===== config.mk =====
export PLATFORM = sky130hd
export DESIGN_NAME = posit_construction
export DESIGN_NICKNAME = d
export VERILOG_FILES = /design/src/rtl/posit_construction.sv
export SDC_FILE = /design/constraint.sdc
export NUM_CORES = 1
export LEC_CHECK = 0
export CORE_MARGIN = 10
export CORE_UTILIZATION = 44
export DETAILED_ROUTE_END_ITERATION = 6
export PLACE_DENSITY = 0.69
export SYNTH_ARGS = -nofsm -noshare
export SYNTH_HDL_FRONTEND = slang
export SYNTH_SLANG_ARGS = --single-unit

===== constraint.sdc =====
create_clock -name clk -period 13.3 [get_ports clk]
set_input_delay 3.325 -clock clk [delete_from_list [all_inputs] [get_ports clk]]
set_output_delay 3.325 -clock clk [all_outputs]
set_load 0.01 [all_outputs]

===== src/rtl/posit_construction.sv =====
// posit_construction: two-stage pipelined posit encoder (decoded fields -> N-bit posit) with valid/ready on both sides.
// Build option: define POSIT_CONSTRUCT_RNE_EN for round-to-nearest-even; the default build truncates the magnitude.
module posit_construction #(
  parameter int N  = 32,
  parameter int ES = 2,
  parameter int RS = $clog2(N)
) (
  input  logic               clk,
  input  logic               rst,
  input  logic               in_valid,
  output logic               in_ready,
  input  logic               Sign,
  input  logic signed [RS:0] k,
  input  logic [ES-1:0]      Exponent,
  input  logic [N-1:0]       Mantissa,
  input  logic               inf,
  input  logic               zero,
  output logic               out_valid,
  input  logic               out_ready,
  output logic [N-1:0]       out_posit
);

  localparam int EW = 2 * N;

`ifdef POSIT_CONSTRUCT_RNE_EN
  localparam bit RNE_EN = 1'b1;
`else
  localparam bit RNE_EN = 1'b0;
`endif

  // Regime, exponent and fraction packed left-aligned into a 2N-bit string.
  function automatic logic [EW-1:0] build_ext(input logic signed [RS:0] kin,
                                              input logic [ES-1:0]      e,
                                              input logic [N-2:0]       frac);
    int            kc;
    int            len;
    logic [EW-1:0] regime;
    logic [EW-1:0] tail;
    kc = int'(kin);
    if (kc > N - 2)
      kc = N - 2;
    else if (kc < -(N - 1))
      kc = -(N - 1);
    if (kc >= 0) begin
      regime = ~({EW{1'b1}} >> (kc + 1));
      len    = kc + 2;
    end else begin
      regime = {1'b1, {(EW-1){1'b0}}} >> (-kc);
      len    = 1 - kc;
    end
    tail = {e, frac, {(EW-ES-N+1){1'b0}}};
    return regime | (tail >> len);
  endfunction

  function automatic logic [N-2:0] round_sat(input logic [N-2:0] mag, input logic inc);
    logic [N-1:0] sum;
    logic [N-2:0] res;
    sum = {1'b0, mag} + {{(N-1){1'b0}}, inc};
    res = sum[N-1] ? {(N-1){1'b1}} : sum[N-2:0];
    if (res == '0)
      res = {{(N-2){1'b0}}, 1'b1};
    return res;
  endfunction

  function automatic logic [N-1:0] pack(input logic s, input logic nar, input logic zr,
                                        input logic [N-2:0] mag);
    logic [N-1:0] p;
    p = {1'b0, mag};
    if (s)
      p = -p;
    if (nar)
      p = {1'b1, {(N-1){1'b0}}};
    else if (zr)
      p = '0;
    return p;
  endfunction

  logic          vld_p1_q;
  logic [EW-1:0] ext_p1_q;
  logic [EW-1:0] ext_p1_d;
  logic          sign_p1_q;
  logic          inf_p1_q;
  logic          zero_p1_q;
  logic          vld_p2_q;
  logic [N-1:0]  posit_p2_q;
  logic [N-1:0]  posit_p2_d;
  logic          adv1;
  logic          adv2;
  logic [N-2:0]  mag_p1;
  logic          guard_p1;
  logic          sticky_p1;
  logic          inc_p1;
  logic          unused_hidden;

  assign adv2          = !vld_p2_q | out_ready;
  assign adv1          = !vld_p1_q | adv2;
  assign in_ready      = adv1;
  assign unused_hidden = Mantissa[N-1];

  assign ext_p1_d = build_ext(k, Exponent, Mantissa[N-2:0]);

  // Stage 1: regime construction and field packing
  always_ff @(posedge clk) begin
    if (rst)
      vld_p1_q <= 1'b0;
    else if (adv1)
      vld_p1_q <= in_valid;
    if (adv1 && in_valid) begin
      ext_p1_q  <= ext_p1_d;
      sign_p1_q <= Sign;
      inf_p1_q  <= inf;
      zero_p1_q <= zero;
    end
  end

  assign mag_p1     = ext_p1_q[EW-1 -: N-1];
  assign guard_p1   = ext_p1_q[N];
  assign sticky_p1  = |ext_p1_q[N-1:0];
  assign inc_p1     = RNE_EN & guard_p1 & (sticky_p1 | mag_p1[0]);
  assign posit_p2_d = pack(sign_p1_q, inf_p1_q, zero_p1_q, round_sat(mag_p1, inc_p1));

  // Stage 2: rounding, saturation, sign and specials; output only changes when a result lands
  always_ff @(posedge clk) begin
    if (rst) begin
      vld_p2_q   <= 1'b0;
      posit_p2_q <= '0;
    end else if (adv2) begin
      vld_p2_q <= vld_p1_q;
      if (vld_p1_q)
        posit_p2_q <= posit_p2_d;
    end
  end

  assign out_valid = vld_p2_q;
  assign out_posit = posit_p2_q;

endmodule


==> impl_metrics.py <==
metrics = {
    "place": {
        "gp_congestion": 1.02,
        "dpl.hpwl_mm": 16.0,
        "portBuffers": 77,
        "place_area_um2": 7310,
        "dp_cells": 1041,
    },
    "floorplan": {
        "core_area_um2": 14400,
        "die_height_um": 141,
        "ioPinCount": 81,
        "die_w_um": 141,
        "initial_core_util_pct": 44.6,
        "die-area_um2": 19800,
        "placementRows": 44,
    },
    "synthesis": {
        "synth.yosys.seq_area_share_pct": 26.5,
        "netlist-cell-type-count": 72,
        "yosysWarningCount": 0,
        "synthTopCellsByCount": "nand2_1, nor2_1, o21ai_0",
        "syn_inst": 821,
        "synthMostInstantiatedCell": "nand2_1",
        "syn_area_um2": 6430,
        "yosysTopAreaCellShare_pct": 15.9,
        "postSynthAreaPerCell_um2": 7.83,
        "yosys.area.top_type": "edfxtp_1",
        "synthFlopType": "edfxtp_1",
        "ys_seq_elements": 68,
        "ys_async_sr_fraction_pct": 0,
        "synth.top_cells.by_area": "edfxtp_1, dfxtp_1, nand2_1",
        "synthesis.nets": 897,
        "synth_edf_count": 34,
    },
    "power_and_ir_drop": {
        "p_sw_uw": 240,
        "p_int_uw": 522,
        "ir_worst_vdd_mv": 0.0684,
        "netSwitchingFraction_pct": 31.5,
        "p_comb_share_pct": 29.9,
        "clkPwrFrac_pct": 38.0,
        "p_per_area_nw_per_um2": 99.3,
        "p_leak_uw": 0.00273,
        "seqPwrFrac_pct": 32.1,
        "p_total_uw": 763,
    },
    "global_routing": {
        "grt_pass1_wl_mm": 33.2,
        "first_global_vias": 6212,
        "grt_use_total_pct": 19.9,
        "antenna_found_initial": 0,
        "grt_max_degree": 41,
        "globalRouteOverflowTotal": 0,
    },
    "setup_path": {
        "required_ps": 13360,
        "worstPathArrival_ps": 9310,
        "cp.buffers_inverters": 2,
        "crit_path_frequent_cell": "ha_1",
        "endpoint_kind": "flop",
        "slowest_stage": "ha_1",
        "crit_path_start_kind": "input pin",
        "critPathMaxStageDelay_ps": 770,
        "crit_chain": "clkdlybuf4s50_1 > nor3_1 > a31o_2 > ha_1 > or2_2 > nand2_1 > inv_1 > ha_1 > nand4_1 > ha_1 > or4_1 > nor3_1 > nand3_1 > o21ai_0 > o21ai_0 > or4_1",
        "path_class": "input pin to flop",
        "cp_max_fo": 28,
        "critPathTopFamily": "simple AND/OR/NAND/NOR gates",
    },
    "outcome": {
        "status": "complete, no violations",
    },
    "drt": {
        "drt-total-wl_mm": 20.6,
        "wl_per_cell_um": 19.4,
        "vias": 6731,
        "drtIter0Drc": 608,
        "drt_first_pass_iters": 5,
        "final_antenna_net_count": 0,
        "avgViaCountPerCell": 6.37,
        "drc": 0,
    },
    "cells_and_area": {
        "num-nets-final": 944,
        "design_area_um2": 7680,
        "area_growth_syn_to_layout_pct": 19.5,
        "drive_gt1_share_pct": 6.76,
        "antenna_cells": 0,
        "stdcell_count": 1057,
    },
    "clock_tree": {
        "post_cts_buffers": 0,
        "cts_buffer_depth": 2,
        "tritoncts": "done",
        "postCtsHoldBufs": 0,
        "root_buffer": "clkbuf_16",
        "clk_pin_slew_ps": 60,
        "cts_resized": 0,
        "numCtsBuffers": 9,
        "cts_sinks": 68,
        "clkLatencyLatePin_ps": 320,
        "htreeDepth": 3,
    },
    "timing": {
        "maxSlewHeadroom_pct": 32.0,
        "clock_skew_ps": 10.1,
        "drv_slew": 0,
        "setup_violations": 0,
        "finalCritPeriodShare_pct": 69.5,
        "fmax_mhz": 108,
        "fin_setup_tns_ps": 0,
        "rsz0062_at_grt": "no",
        "fin_crit_ps": 9240,
        "finalHoldWorstSlack_ps": 446,
        "hold_viol_final": 0,
        "worstMarginPinSlew_ps": 1020,
    },
    "worst_hold_path": {
        "hold_path.class": "flop to flop",
    },
    "flow_run": {
        "drv_cap": 0,
    },
}
==> layout make-up <==
cell class / instances / area, um^2
inverters: 16 / 60.1
flip-flops and latches: 68 / 1700
well taps: 184 / 230
fillers: 1374 / 6740
repair buffers: 90 / 868
multi-input cells: 683 / 4450
clock inverters: 7 / 146
clock buffers: 9 / 225
==> power groups by stage <==
stage	combinational, uW	clock, uW	sequential, uW
after detailed placement	222	0	250
after global placement	222	0	249
final	228	290	245
after floorplan	154	0	247
after global routing	248	305	247
after CTS	223	295	245
==> flip-flops by register name, indices dropped and copies added, names as in the netlist <==
signal     count
vld_p1_q       1
ext_p1_q      31
sign_p1_q      1
out_valid      1
out_posit     32
inf_p1_q       1
zero_p1_q      1
==> logic make-up after synthesis <==
group	synth area share, %
fa+ha+maj	5.80
buf+inv	4.38
compound gates	26.4
simple gates	25.8
xor+xnor	4.63
mux	6.52
flops	26.5
==> routing by layer <==
layer  vias up  global-route usage (%)  part of all wire (%)
li1       3221                       -                     -
met1      3086                    26.0                    43
met2       366                    30.6                    43
met3        58                    4.27                   8.9
met4         0                    9.29                   4.4
met5         -                       0                     0
==> per-stage QoR <==
stage | utilization (%) | worst slack (ps)
floorplan | - | 5160
global placement | 50.7 | 3840
detailed placement | 50.7 | 3830
CTS | 53.3 | 4180
global route | 53.3 | 3670
finish | 53.3 | 4060
==> worst min-delay path: cells and delay by family (launching register included) <==
kind | cells | cell delay [ps]
compound gates | 1 | 50
flops | 1 | 320
simple gates | 1 | 40
==> worst paths after layout <==
check | start | endpoint | slack [ps] | depth (start not counted)
max reg2reg | ext_p1_q[58] | out_posit[28] | 9520 | 11
min | out_posit[13] | out_posit[13] | 450 | 2
min reg2reg | out_posit[13] | out_posit[13] | 450 | 2
max | k[2] | ext_p1_q[37] | 4060 | 16
==> cells in the final DEF, fill, tap and decap left out, types with 5 or more instances in the layout <==
master | Yosys | layout
a21o_1 | 5 | 5
nand2b_1 | 10 | 10
or4_1 | 8 | 8
o21ai_0 | 55 | 55
nor3_1 | 18 | 18
nor2_1 | 61 | 61
nor4_1 | 7 | 7
a2111oi_0 | 6 | 6
edfxtp_1 | 34 | 34
mux2_2 | 5 | 5
nand3_1 | 39 | 39
xnor2_1 | 12 | 12
mux2i_1 | 25 | 25
mux4_2 | 5 | 5
o22ai_1 | 18 | 18
a22o_1 | 7 | 7
o31ai_1 | 13 | 13
a22oi_1 | 22 | 21
a21oi_1 | 47 | 47
and3_1 | 10 | 10
o41ai_1 | 5 | 5
xor2_1 | 22 | 22
or3_1 | 15 | 15
inv_1 | 16 | 16
buf_4 | 2 | 13
nand4_1 | 14 | 14
o211ai_1 | 6 | 6
a31oi_1 | 6 | 6
a211oi_1 | 5 | 5
ha_1 | 29 | 29
nand4b_1 | 7 | 7
nor2b_1 | 8 | 8
o221ai_1 | 11 | 11
clkdlybuf4s50_1 | 0 | 77
dfxtp_1 | 34 | 34
clkbuf_16 | 0 | 9
nand2_1 | 116 | 116
Power figures use the tool's default switching activity.
